**src/rtl/writeback_stage_if.sv**
```systemverilog
`default_nettype none
// ============================================================================
// Module      : writeback_stage_if
// Description : Upstream result, register-file, data-RAM store and PC-load
//               signal bundle for the writeback stage.
// Revision    : 1.0 - initial release
// ============================================================================
interface writeback_stage_if #(
    parameter int ADDR_W = 5,
    parameter int CNT_W  = 16
);
    logic              valid_in;
    logic              ready_out;
    logic              store;
    logic              branch;
    logic [ADDR_W-1:0] dst_reg;
    logic [31:0]       mem_addr_in;
    logic [31:0]       GPR;
    logic [31:0]       RAM;
    logic [31:0]       PC;

    logic              rf_we;
    logic [ADDR_W-1:0] rf_waddr;
    logic [31:0]       rf_wdata;

    logic              mem_req;
    logic [31:0]       mem_addr;
    logic [31:0]       mem_wdata;
    logic              mem_ack;

    logic              pc_load;
    logic [31:0]       pc_value;

    logic              err_timeout;
    logic [CNT_W-1:0]  retire_count;

    // Upstream / environment side
    modport master (
        output valid_in, store, branch, dst_reg, mem_addr_in, GPR, RAM, PC,
        output mem_ack,
        input  ready_out, rf_we, rf_waddr, rf_wdata, mem_req, mem_addr,
        input  mem_wdata, pc_load, pc_value, err_timeout, retire_count
    );

    // Writeback stage side
    modport slave (
        input  valid_in, store, branch, dst_reg, mem_addr_in, GPR, RAM, PC,
        input  mem_ack,
        output ready_out, rf_we, rf_waddr, rf_wdata, mem_req, mem_addr,
        output mem_wdata, pc_load, pc_value, err_timeout, retire_count
    );
endinterface
`default_nettype wire

```
**src/rtl/writeback_stage.sv**
```systemverilog
`default_nettype none
// ============================================================================
// Module      : writeback_stage
// Description : Commits a routed result to the register file, data RAM or PC,
//               stalls during stores, enforces a store timeout, counts retires.
// Revision    : 1.0 - initial release
// ============================================================================
module writeback_stage #(
    parameter int ADDR_W  = 5,
    parameter int TIMEOUT = 16,
    parameter int CNT_W   = 16
) (
    input  logic              clk,
    input  logic              rst,
    writeback_stage_if.slave  bus
);

    localparam int              TMR_W     = $clog2(TIMEOUT + 1);
    localparam logic [TMR_W-1:0] TMR_LIMIT = TMR_W'(TIMEOUT);

    typedef enum logic [0:0] {
        IDLE       = 1'b0,
        STORE_WAIT = 1'b1
    } state_t;

    state_t            state, state_n;
    logic [TMR_W-1:0]  timer, timer_n;

    logic              rf_we, rf_we_n;
    logic [ADDR_W-1:0] rf_waddr, rf_waddr_n;
    logic [31:0]       rf_wdata, rf_wdata_n;

    logic              mem_req, mem_req_n;
    logic [31:0]       mem_addr, mem_addr_n;
    logic [31:0]       mem_wdata, mem_wdata_n;

    logic              pc_load, pc_load_n;
    logic [31:0]       pc_value, pc_value_n;

    logic              err_timeout, err_timeout_n;
    logic [CNT_W-1:0]  retire_count, retire_count_n;

    logic              accept;
    logic              is_store;
    logic              is_branch;

    assign accept    = bus.valid_in && (state == IDLE);
    // Both flags set is not a legal store or branch; it falls back to a GPR write.
    assign is_store  = bus.store && !bus.branch;
    assign is_branch = bus.branch && !bus.store;

    always_comb begin
        state_n        = state;
        timer_n        = timer;
        rf_we_n        = 1'b0;
        rf_waddr_n     = rf_waddr;
        rf_wdata_n     = rf_wdata;
        mem_req_n      = mem_req;
        mem_addr_n     = mem_addr;
        mem_wdata_n    = mem_wdata;
        pc_load_n      = 1'b0;
        pc_value_n     = pc_value;
        err_timeout_n  = err_timeout;
        retire_count_n = retire_count;

        case (state)
            IDLE: begin
                if (accept) begin
                    if (is_store) begin
                        mem_addr_n  = bus.mem_addr_in;
                        mem_wdata_n = bus.RAM;
                        mem_req_n   = 1'b1;
                        timer_n     = TMR_W'(1);
                        state_n     = STORE_WAIT;
                    end else if (is_branch) begin
                        pc_load_n      = 1'b1;
                        pc_value_n     = bus.PC;
                        retire_count_n = retire_count + CNT_W'(1);
                    end else begin
                        // r0 is hard-wired zero: skip the strobe but still retire
                        rf_we_n        = (bus.dst_reg != '0);
                        rf_waddr_n     = bus.dst_reg;
                        rf_wdata_n     = bus.GPR;
                        retire_count_n = retire_count + CNT_W'(1);
                    end
                end
            end

            STORE_WAIT: begin
                if (bus.mem_ack) begin
                    mem_req_n      = 1'b0;
                    timer_n        = '0;
                    retire_count_n = retire_count + CNT_W'(1);
                    state_n        = IDLE;
                end else if (timer == TMR_LIMIT) begin
                    mem_req_n     = 1'b0;
                    timer_n       = '0;
                    err_timeout_n = 1'b1;
                    state_n       = IDLE;
                end else begin
                    timer_n = timer + TMR_W'(1);
                end
            end

            default: begin
                state_n   = IDLE;
                mem_req_n = 1'b0;
                timer_n   = '0;
            end
        endcase
    end

    always_ff @(posedge clk) begin
        if (rst) begin
            state        <= IDLE;
            timer        <= '0;
            rf_we        <= 1'b0;
            rf_waddr     <= '0;
            rf_wdata     <= '0;
            mem_req      <= 1'b0;
            mem_addr     <= '0;
            mem_wdata    <= '0;
            pc_load      <= 1'b0;
            pc_value     <= '0;
            err_timeout  <= 1'b0;
            retire_count <= '0;
        end else begin
            state        <= state_n;
            timer        <= timer_n;
            rf_we        <= rf_we_n;
            rf_waddr     <= rf_waddr_n;
            rf_wdata     <= rf_wdata_n;
            mem_req      <= mem_req_n;
            mem_addr     <= mem_addr_n;
            mem_wdata    <= mem_wdata_n;
            pc_load      <= pc_load_n;
            pc_value     <= pc_value_n;
            err_timeout  <= err_timeout_n;
            retire_count <= retire_count_n;
        end
    end

    assign bus.ready_out    = (state == IDLE);
    assign bus.rf_we        = rf_we;
    assign bus.rf_waddr     = rf_waddr;
    assign bus.rf_wdata     = rf_wdata;
    assign bus.mem_req      = mem_req;
    assign bus.mem_addr     = mem_addr;
    assign bus.mem_wdata    = mem_wdata;
    assign bus.pc_load      = pc_load;
    assign bus.pc_value     = pc_value;
    assign bus.err_timeout  = err_timeout;
    assign bus.retire_count = retire_count;

endmodule
`default_nettype wire
```
**src/flat_wrapper.sv**
```systemverilog
// flat-port wrapper written by rule: the top's interface ports become plain ports
module writeback_stage_flat 
#(
    parameter int ADDR_W  = 5,
    parameter int TIMEOUT = 16,
    parameter int CNT_W   = 16
)
  (clk, rst, bus_valid_in, bus_store, bus_branch, bus_dst_reg, bus_mem_addr_in, bus_GPR, bus_RAM, bus_PC, bus_mem_ack, bus_ready_out, bus_rf_we, bus_rf_waddr, bus_rf_wdata, bus_mem_req, bus_mem_addr, bus_mem_wdata, bus_pc_load, bus_pc_value, bus_err_timeout, bus_retire_count);
  writeback_stage_if #(.ADDR_W(ADDR_W), .CNT_W(CNT_W)) bus_i ();
  input  logic clk;
  input  logic rst;
  input wire logic [$bits(bus_i.valid_in)-1:0] bus_valid_in;
  input wire logic [$bits(bus_i.store)-1:0] bus_store;
  input wire logic [$bits(bus_i.branch)-1:0] bus_branch;
  input wire logic [$bits(bus_i.dst_reg)-1:0] bus_dst_reg;
  input wire logic [$bits(bus_i.mem_addr_in)-1:0] bus_mem_addr_in;
  input wire logic [$bits(bus_i.GPR)-1:0] bus_GPR;
  input wire logic [$bits(bus_i.RAM)-1:0] bus_RAM;
  input wire logic [$bits(bus_i.PC)-1:0] bus_PC;
  input wire logic [$bits(bus_i.mem_ack)-1:0] bus_mem_ack;
  output wire logic [$bits(bus_i.ready_out)-1:0] bus_ready_out;
  output wire logic [$bits(bus_i.rf_we)-1:0] bus_rf_we;
  output wire logic [$bits(bus_i.rf_waddr)-1:0] bus_rf_waddr;
  output wire logic [$bits(bus_i.rf_wdata)-1:0] bus_rf_wdata;
  output wire logic [$bits(bus_i.mem_req)-1:0] bus_mem_req;
  output wire logic [$bits(bus_i.mem_addr)-1:0] bus_mem_addr;
  output wire logic [$bits(bus_i.mem_wdata)-1:0] bus_mem_wdata;
  output wire logic [$bits(bus_i.pc_load)-1:0] bus_pc_load;
  output wire logic [$bits(bus_i.pc_value)-1:0] bus_pc_value;
  output wire logic [$bits(bus_i.err_timeout)-1:0] bus_err_timeout;
  output wire logic [$bits(bus_i.retire_count)-1:0] bus_retire_count;
  assign bus_i.valid_in = bus_valid_in;
  assign bus_i.store = bus_store;
  assign bus_i.branch = bus_branch;
  assign bus_i.dst_reg = bus_dst_reg;
  assign bus_i.mem_addr_in = bus_mem_addr_in;
  assign bus_i.GPR = bus_GPR;
  assign bus_i.RAM = bus_RAM;
  assign bus_i.PC = bus_PC;
  assign bus_i.mem_ack = bus_mem_ack;
  assign bus_ready_out = bus_i.ready_out;
  assign bus_rf_we = bus_i.rf_we;
  assign bus_rf_waddr = bus_i.rf_waddr;
  assign bus_rf_wdata = bus_i.rf_wdata;
  assign bus_mem_req = bus_i.mem_req;
  assign bus_mem_addr = bus_i.mem_addr;
  assign bus_mem_wdata = bus_i.mem_wdata;
  assign bus_pc_load = bus_i.pc_load;
  assign bus_pc_value = bus_i.pc_value;
  assign bus_err_timeout = bus_i.err_timeout;
  assign bus_retire_count = bus_i.retire_count;
  writeback_stage #(.ADDR_W(ADDR_W), .TIMEOUT(TIMEOUT), .CNT_W(CNT_W)) u_core (.clk(clk), .rst(rst), .bus(bus_i));
endmodule
```
**config.mk**
```make
export PLATFORM = sky130hd
export DESIGN_NAME = writeback_stage_flat
export DESIGN_NICKNAME = d
export VERILOG_FILES = /design/src/rtl/writeback_stage_if.sv /design/src/rtl/writeback_stage.sv /design/src/flat_wrapper.sv
export SDC_FILE = /design/constraint.sdc
export NUM_CORES = 1
export LEC_CHECK = 0
export ABC_AREA = 1
export CAP_MARGIN = 30
export CORE_MARGIN = 1
export CORE_UTILIZATION = 44
export CTS_CLUSTER_DIAMETER = 40
export DETAILED_ROUTE_END_ITERATION = 16
export HOLD_SLACK_MARGIN = 0.12
export PLACE_DENSITY = 0.91
export SLEW_MARGIN = 15
export SYNTH_ARGS = -nofsm -noshare
export SYNTH_HDL_FRONTEND = slang
export SYNTH_SLANG_ARGS = --single-unit
```
**constraint.sdc**
```tcl
create_clock -name clk -period 3.9 [get_ports clk]
set_input_delay 0.78 -clock clk [delete_from_list [all_inputs] [get_ports clk]]
set_output_delay 0.78 -clock clk [all_outputs]
set_load 0.02 [all_outputs]
```
### Word-level counts from Yosys, hierarchy flattened

Cells that the tools add are included.

* shift-type cells: 0
* eq/ne operators: 6
* add/subtract/negate cells: 2
* div/mod/pow operators: 0
* order comparisons: 0
* bitwise gates (word level): 5
* multiplexer cells: 20
* reductions and logical operators: 15
* multiply operators: 0

Operators by type and width (number)
* 16-bit two-way mux: 3
* 16-bit case mux with 2 select lines: 1
* 5-bit two-way mux: 4
* 16-bit by 1-bit adder with 16-bit output (second input constant): 1
* 3-bit AND reduction: 4
* 5-bit case mux with 2 select lines: 1
* 1-bit two-way mux: 9
* 4-bit AND reduction: 2
* 5-bit by 1-bit adder with 5-bit output (second input constant): 1
* 5-bit == test (second input constant): 1
* 1-bit inverter: 5
* 5-bit nonzero test: 1
* 5-bit OR reduction: 1
* 2-bit by 1-bit inequality test with 1-bit output (second input constant): 2
* 2-bit inequality test (second input constant): 2
* 1-bit case mux with 2 select lines: 2
* 4-bit OR reduction: 1
* 1-bit logical AND: 3
* 3-bit inequality test (second input constant): 1
* 1-bit logical NOT: 2
* 2-bit AND reduction: 1

* register bits after elaboration: 159
* ROM bits: 0
* output and inout port bits: 154
* memory bits (writable): 0
* bits of input ports: 139
* latch bits: 0
* memories: 0

### Logic depth before layout (Yosys ltp)

* depth in word-level cells: 5
* gate-level depth with buffers: 11

### Worst setup path before layout

No wires, ideal clock.

* path type: input-to-reg
* start: input bus_branch
* end: register u_core.rf_wdata[11] (netlist: u_core.bus.rf_wdata[11])
* path slack: 2.059 ns
* path buffers: 2
* stages on the path: 6
* data arrival time: 1.771 ns
* library setup time: 0.070 ns
* cells stage by stage: inv_1 > ha_1 > buf_2 > clkbuf_1 > nand3_1 > a21oi_1

* word-level cells in the longest chain between the ends: 4
* elaborated cells on any way between the ends: 6
* classes of those cells: 2 x bitwise; 4 x reduce/logical

Ends and longest elaborated chain
* from (decl): line flat_wrapper.sv:14 `input wire logic [$bits(bus_i.branch)-1:0] bus_branch;`
* 1-bit logical NOT: line writeback_stage.sv:49 `assign is_store = bus.store && !bus.branch;`
* 1-bit logical AND: line writeback_stage.sv:49
* 1-bit inverter (no line)
* 4-bit AND reduction (no line) *
* to (signal assigned): line writeback_stage.sv:132 `rf_wdata <= rf_wdata_n;`
* to (decl): line writeback_stage.sv:31 `logic [31:0] rf_wdata, rf_wdata_n;`

Every way passes the cells marked *; elsewhere a longest branch is shown, timed or not.
A chain may end at the register's enable or synchronous reset.

### Worst setup path in the final report

* start: input bus_valid_in
* end: register u_core.mem_wdata[4] (netlist: u_core.bus.mem_wdata[4])

* word-level cells in the longest chain between the ends: 2

Ends and longest elaborated chain
* from (decl): line flat_wrapper.sv:12 `input wire logic [$bits(bus_i.valid_in)-1:0] bus_valid_in;`
* 1-bit logical AND: line writeback_stage.sv:47 `assign accept = bus.valid_in && (state == IDLE);`
* 3-bit AND reduction (no line)
* to (signal assigned): line writeback_stage.sv:135 `mem_wdata <= mem_wdata_n;`
* to (decl): line writeback_stage.sv:35 `logic [31:0] mem_wdata, mem_wdata_n;`

Every way passes these cells.

==> impl_metrics.toml <==
[status]
outcome = "completed"

[synth]
mappedNetlistArea_um2 = 6190
netlist_instances = 792
yosysWarningCount = 0
ys_top_cells_by_area = "sky130_fd_sc_hd__dfxtp_1 (51%), sky130_fd_sc_hd__a21oi_1 (12%), sky130_fd_sc_hd__nand3_1 (11%)"
count_of_flip_flops_with_a_built_in_enable_after_synthesis = 0
synth.net_count = 937
most_frequently_used_flop_master_after_synthesis = "sky130_fd_sc_hd__dfxtp_1"
netlist_top_cells_count = "sky130_fd_sc_hd__nand2_1 (181), sky130_fd_sc_hd__dfxtp_1 (159), sky130_fd_sc_hd__a21oi_1 (143)"
netlist.area_leader.share_pct = 51.4
synth.most_common_cell = "sky130_fd_sc_hd__nand2_1"
yosys.cell_types.count = 29
mean_area_per_synthesized_cell_um2 = 7.81
synth-seq-area-share_pct = 51.4
synth-async-reset-ratio_pct = 0
synthDominantAreaCellType = "sky130_fd_sc_hd__dfxtp_1"
ys_ff_latch = 159

[placement]
finalWeightedCongestion = 0.846
numPortBuffers = 292
place.detailed.hpwl_mm = 13.2
dp_worst_setup_slack_ps = 1180
placed_cells = 1207

[clock_tree]
clk_slew_on_worst_s_h_paths_ps = 60
cts_tree = "built"
cts_max_path_buffers = 2
cts.sinks = 159
post_cts_hold_buffer_count = 0
cts_made_buffers = 17
h_tree_level_count = 4
root_buffer = "sky130_fd_sc_hd__clkbuf_16"
post_cts_resize_count = 0
postCtsSetupRepairBufs = 0
worst_skew_pair.late_latency_ps = 420

[routing]
via_per_inst = 5.27
route.vias.total = 6539
route.final.wire_length_mm = 19.6
drt_iter0_markers = 462
detail_route.first_pass.iterations = 5
final_antenna_net_count = 0
drt-wirelength-per-cell_um = 15.8
drc = 0

[power]
power_density_nw_per_um2 = 407
vdd_drop_max_mv = 0.293
power.leakage_nw = 3.43

[worst_setup_path]
r2r_end = "u_core.bus.mem_wdata[4]"
setup.worst_path.end_class = "register"
worstSetupStartpointType = "input pin"
arrival_ps = 2640
setup.reg_to_reg.worst_slack_ps = 2080
reg2reg_from = "u_core.state"
timing_worst_setup_path_type = "in2reg"
cp.required_ps = 4170
path_max_fanout = 136
timing.reg2reg.worst_path_depth = 6

[global_routing]
grt_start_max_net_pins = 137
number_of_antenna_violations_at_the_first_check_in_global_routing = 1
grt_overflow = 0
first_global_vias = 6124
grt_first_pass_wirelength_mm = 30.6
gr-usage-all-layers_pct = 26.6

[die]
die_area_um2 = 14500
die_h_um = 121
fp-row-count = 42
die_width_um = 121
core_footprint_um2 = 13500
floorplan.io_pins = 293
initial_core_utilization_pct = 46.0

[final_layout]
areaGrowthSynthToFinish_pct = 56.3
stdcell_count = 1240
final_layout_size_suffix_gt1_share_pct = 4.70
fin_nets = 1195

[timing]
finalSetupViolations = 0
finalSetupTns_ps = 0
timing.final.hold_violations = 0
layout_setup_ws_ps = 1530
final.setup_skew_ps = 8.38
final.period_utilization_pct = 60.7
slew_limit_fails = 0
max_freq_ghz = 0.422
tmin_final_ps = 2370
tightest_slew_ps = 780
slew_headroom_pct = 47.8
rsz0062_at_grt = "no"

[min_path]
tightest_hold_check_type = "reg2reg"
hold_path.startpoint = "u_core.bus.pc_value[24]"
timing.hold.worst_path_depth = 2
timing.hold.worst_endpoint = "u_core.bus.pc_value[24]"

[job]
max_cap_viol_count = 0
[sequential cells by signal (all words and copies together) (netlist names), 5 cells and up]
register,cells
u_core.bus.mem_wdata,32
u_core.bus.rf_waddr,5
u_core.timer,5
u_core.bus.mem_addr,32
u_core.bus.rf_wdata,32
u_core.bus.pc_value,32
u_core.bus.retire_count,16
[through the flow]
step | hold slack, ps | utilization [%] | area (um^2) | power (mW)
6_report | 460 | 71.9 | 9670 | 3.94
5_1_grt | 478 | 71.9 | 9670 | 4.08
4_1_cts | 462 | 71.9 | 9670 | 3.96
3_5_place_dp | 452 | 67.4 | 9070 | 2.31
3_3_place_gp | 447 | 67.4 | 9070 | 2.30
2_1_floorplan | 479 | - | 6190 | 2.02
[where the power goes]
group	internal, mW	switching, mW	leakage, nW
registers	1.68	0.0351	1.29
clock network	1.01	0.646	0.286
logic	0.277	0.284	1.85
[cells by family (layout without fill, tap and decap cells)]
| kind of cell | after synthesis | in the layout | synth area share, % |
|---|---|---|---|
| DFF | 159 | 159 | 51.4 |
| buffers and inverters | 94 | 365 | 7.70 |
| and+or+nand+nor | 379 | 379 | 26.9 |
| other | 0 | 1 | 0 |
| xor gates and xnor gates | 1 | 1 | 0.142 |
| adders and majority gates | 6 | 6 | 1.21 |
| AOI/OAI and AO/OA | 153 | 153 | 12.6 |
[placed cells by master (no fill, tap or decap)]
master and instances:
sky130_fd_sc_hd__nand2_1 180, sky130_fd_sc_hd__nor3_1 9, sky130_fd_sc_hd__clkinv_2 3, sky130_fd_sc_hd__o21ai_2 1, sky130_fd_sc_hd__nor3b_1 1, sky130_fd_sc_hd__a211oi_1 1
sky130_fd_sc_hd__clkinvlp_4 3, sky130_fd_sc_hd__nand3_2 2, sky130_fd_sc_hd__clkdlybuf4s50_1 291, sky130_fd_sc_hd__a21oi_1 143, sky130_fd_sc_hd__diode_2 1, sky130_fd_sc_hd__inv_2 1
sky130_fd_sc_hd__dfxtp_1 159, sky130_fd_sc_hd__nor3b_2 1, sky130_fd_sc_hd__nor2_4 2, sky130_fd_sc_hd__a31oi_1 1, sky130_fd_sc_hd__clkbuf_8 4, sky130_fd_sc_hd__nand4_1 5
sky130_fd_sc_hd__bufinv_16 2, sky130_fd_sc_hd__ha_2 1, sky130_fd_sc_hd__nand3_1 141, sky130_fd_sc_hd__xor2_1 1, sky130_fd_sc_hd__inv_6 1, sky130_fd_sc_hd__buf_4 8
sky130_fd_sc_hd__buf_12 2, sky130_fd_sc_hd__nand2_2 2, sky130_fd_sc_hd__ha_1 5, sky130_fd_sc_hd__and3_1 1, sky130_fd_sc_hd__o21ai_0 4, sky130_fd_sc_hd__clkbuf_16 17
sky130_fd_sc_hd__o21a_1 1, sky130_fd_sc_hd__clkbuf_1 2, sky130_fd_sc_hd__inv_1 31, sky130_fd_sc_hd__nor2_1 35, sky130_fd_sc_hd__o21bai_1 2
[how the worst max path moves through the flow]
stage	start	to	slack, ps
CTS	u_core.state	bus_ready_out	1560
floorplan	bus_branch	u_core.bus.rf_wdata[11]	2060
finish	bus_valid_in	u_core.bus.mem_wdata[4]	1530
detailed placement	bus_valid_in	u_core.bus.mem_wdata[4]	1180
global placement	bus_valid_in	u_core.bus.mem_wdata[13]	1240
global route	bus_valid_in	u_core.bus.mem_wdata[4]	1410
[metal layers]
| layer | track usage [%] | routed length, um | vias up | part of all wire [%] |
|---|---|---|---|---|
| li1 | - | - | 3153 | - |
| met2 | 44.7 | 9810 | 324 | 50 |
| met4 | 13.3 | 678 | 0 | 3.5 |
| met3 | 6.93 | 1550 | 60 | 7.9 |
| met1 | 31.4 | 7550 | 3002 | 39 |
| met5 | 0 | 0 | - | 0 |
[cell type report]
type,count,area (um^2)
Antenna cell,1,2.50
Clock buffer,23,488
Clock inverter,9,106
Fill cell,1015,3780
Inverter,32,120
Multi-Input combinational cell,539,2540
Sequential cell,159,3180
Tap cell,176,220
Timing Repair Buffer,301,3010
[critical path: stages]
cell,delay [ps]
sky130_fd_sc_hd__clkdlybuf4s50_1,490
sky130_fd_sc_hd__inv_1,100
sky130_fd_sc_hd__nor2_4,140
sky130_fd_sc_hd__buf_12,430
sky130_fd_sc_hd__nand2_2,100
sky130_fd_sc_hd__buf_4,280
sky130_fd_sc_hd__nand2_1,130
sky130_fd_sc_hd__a21oi_1,70
No activity file was read; power rests on OpenSTA's default activity.
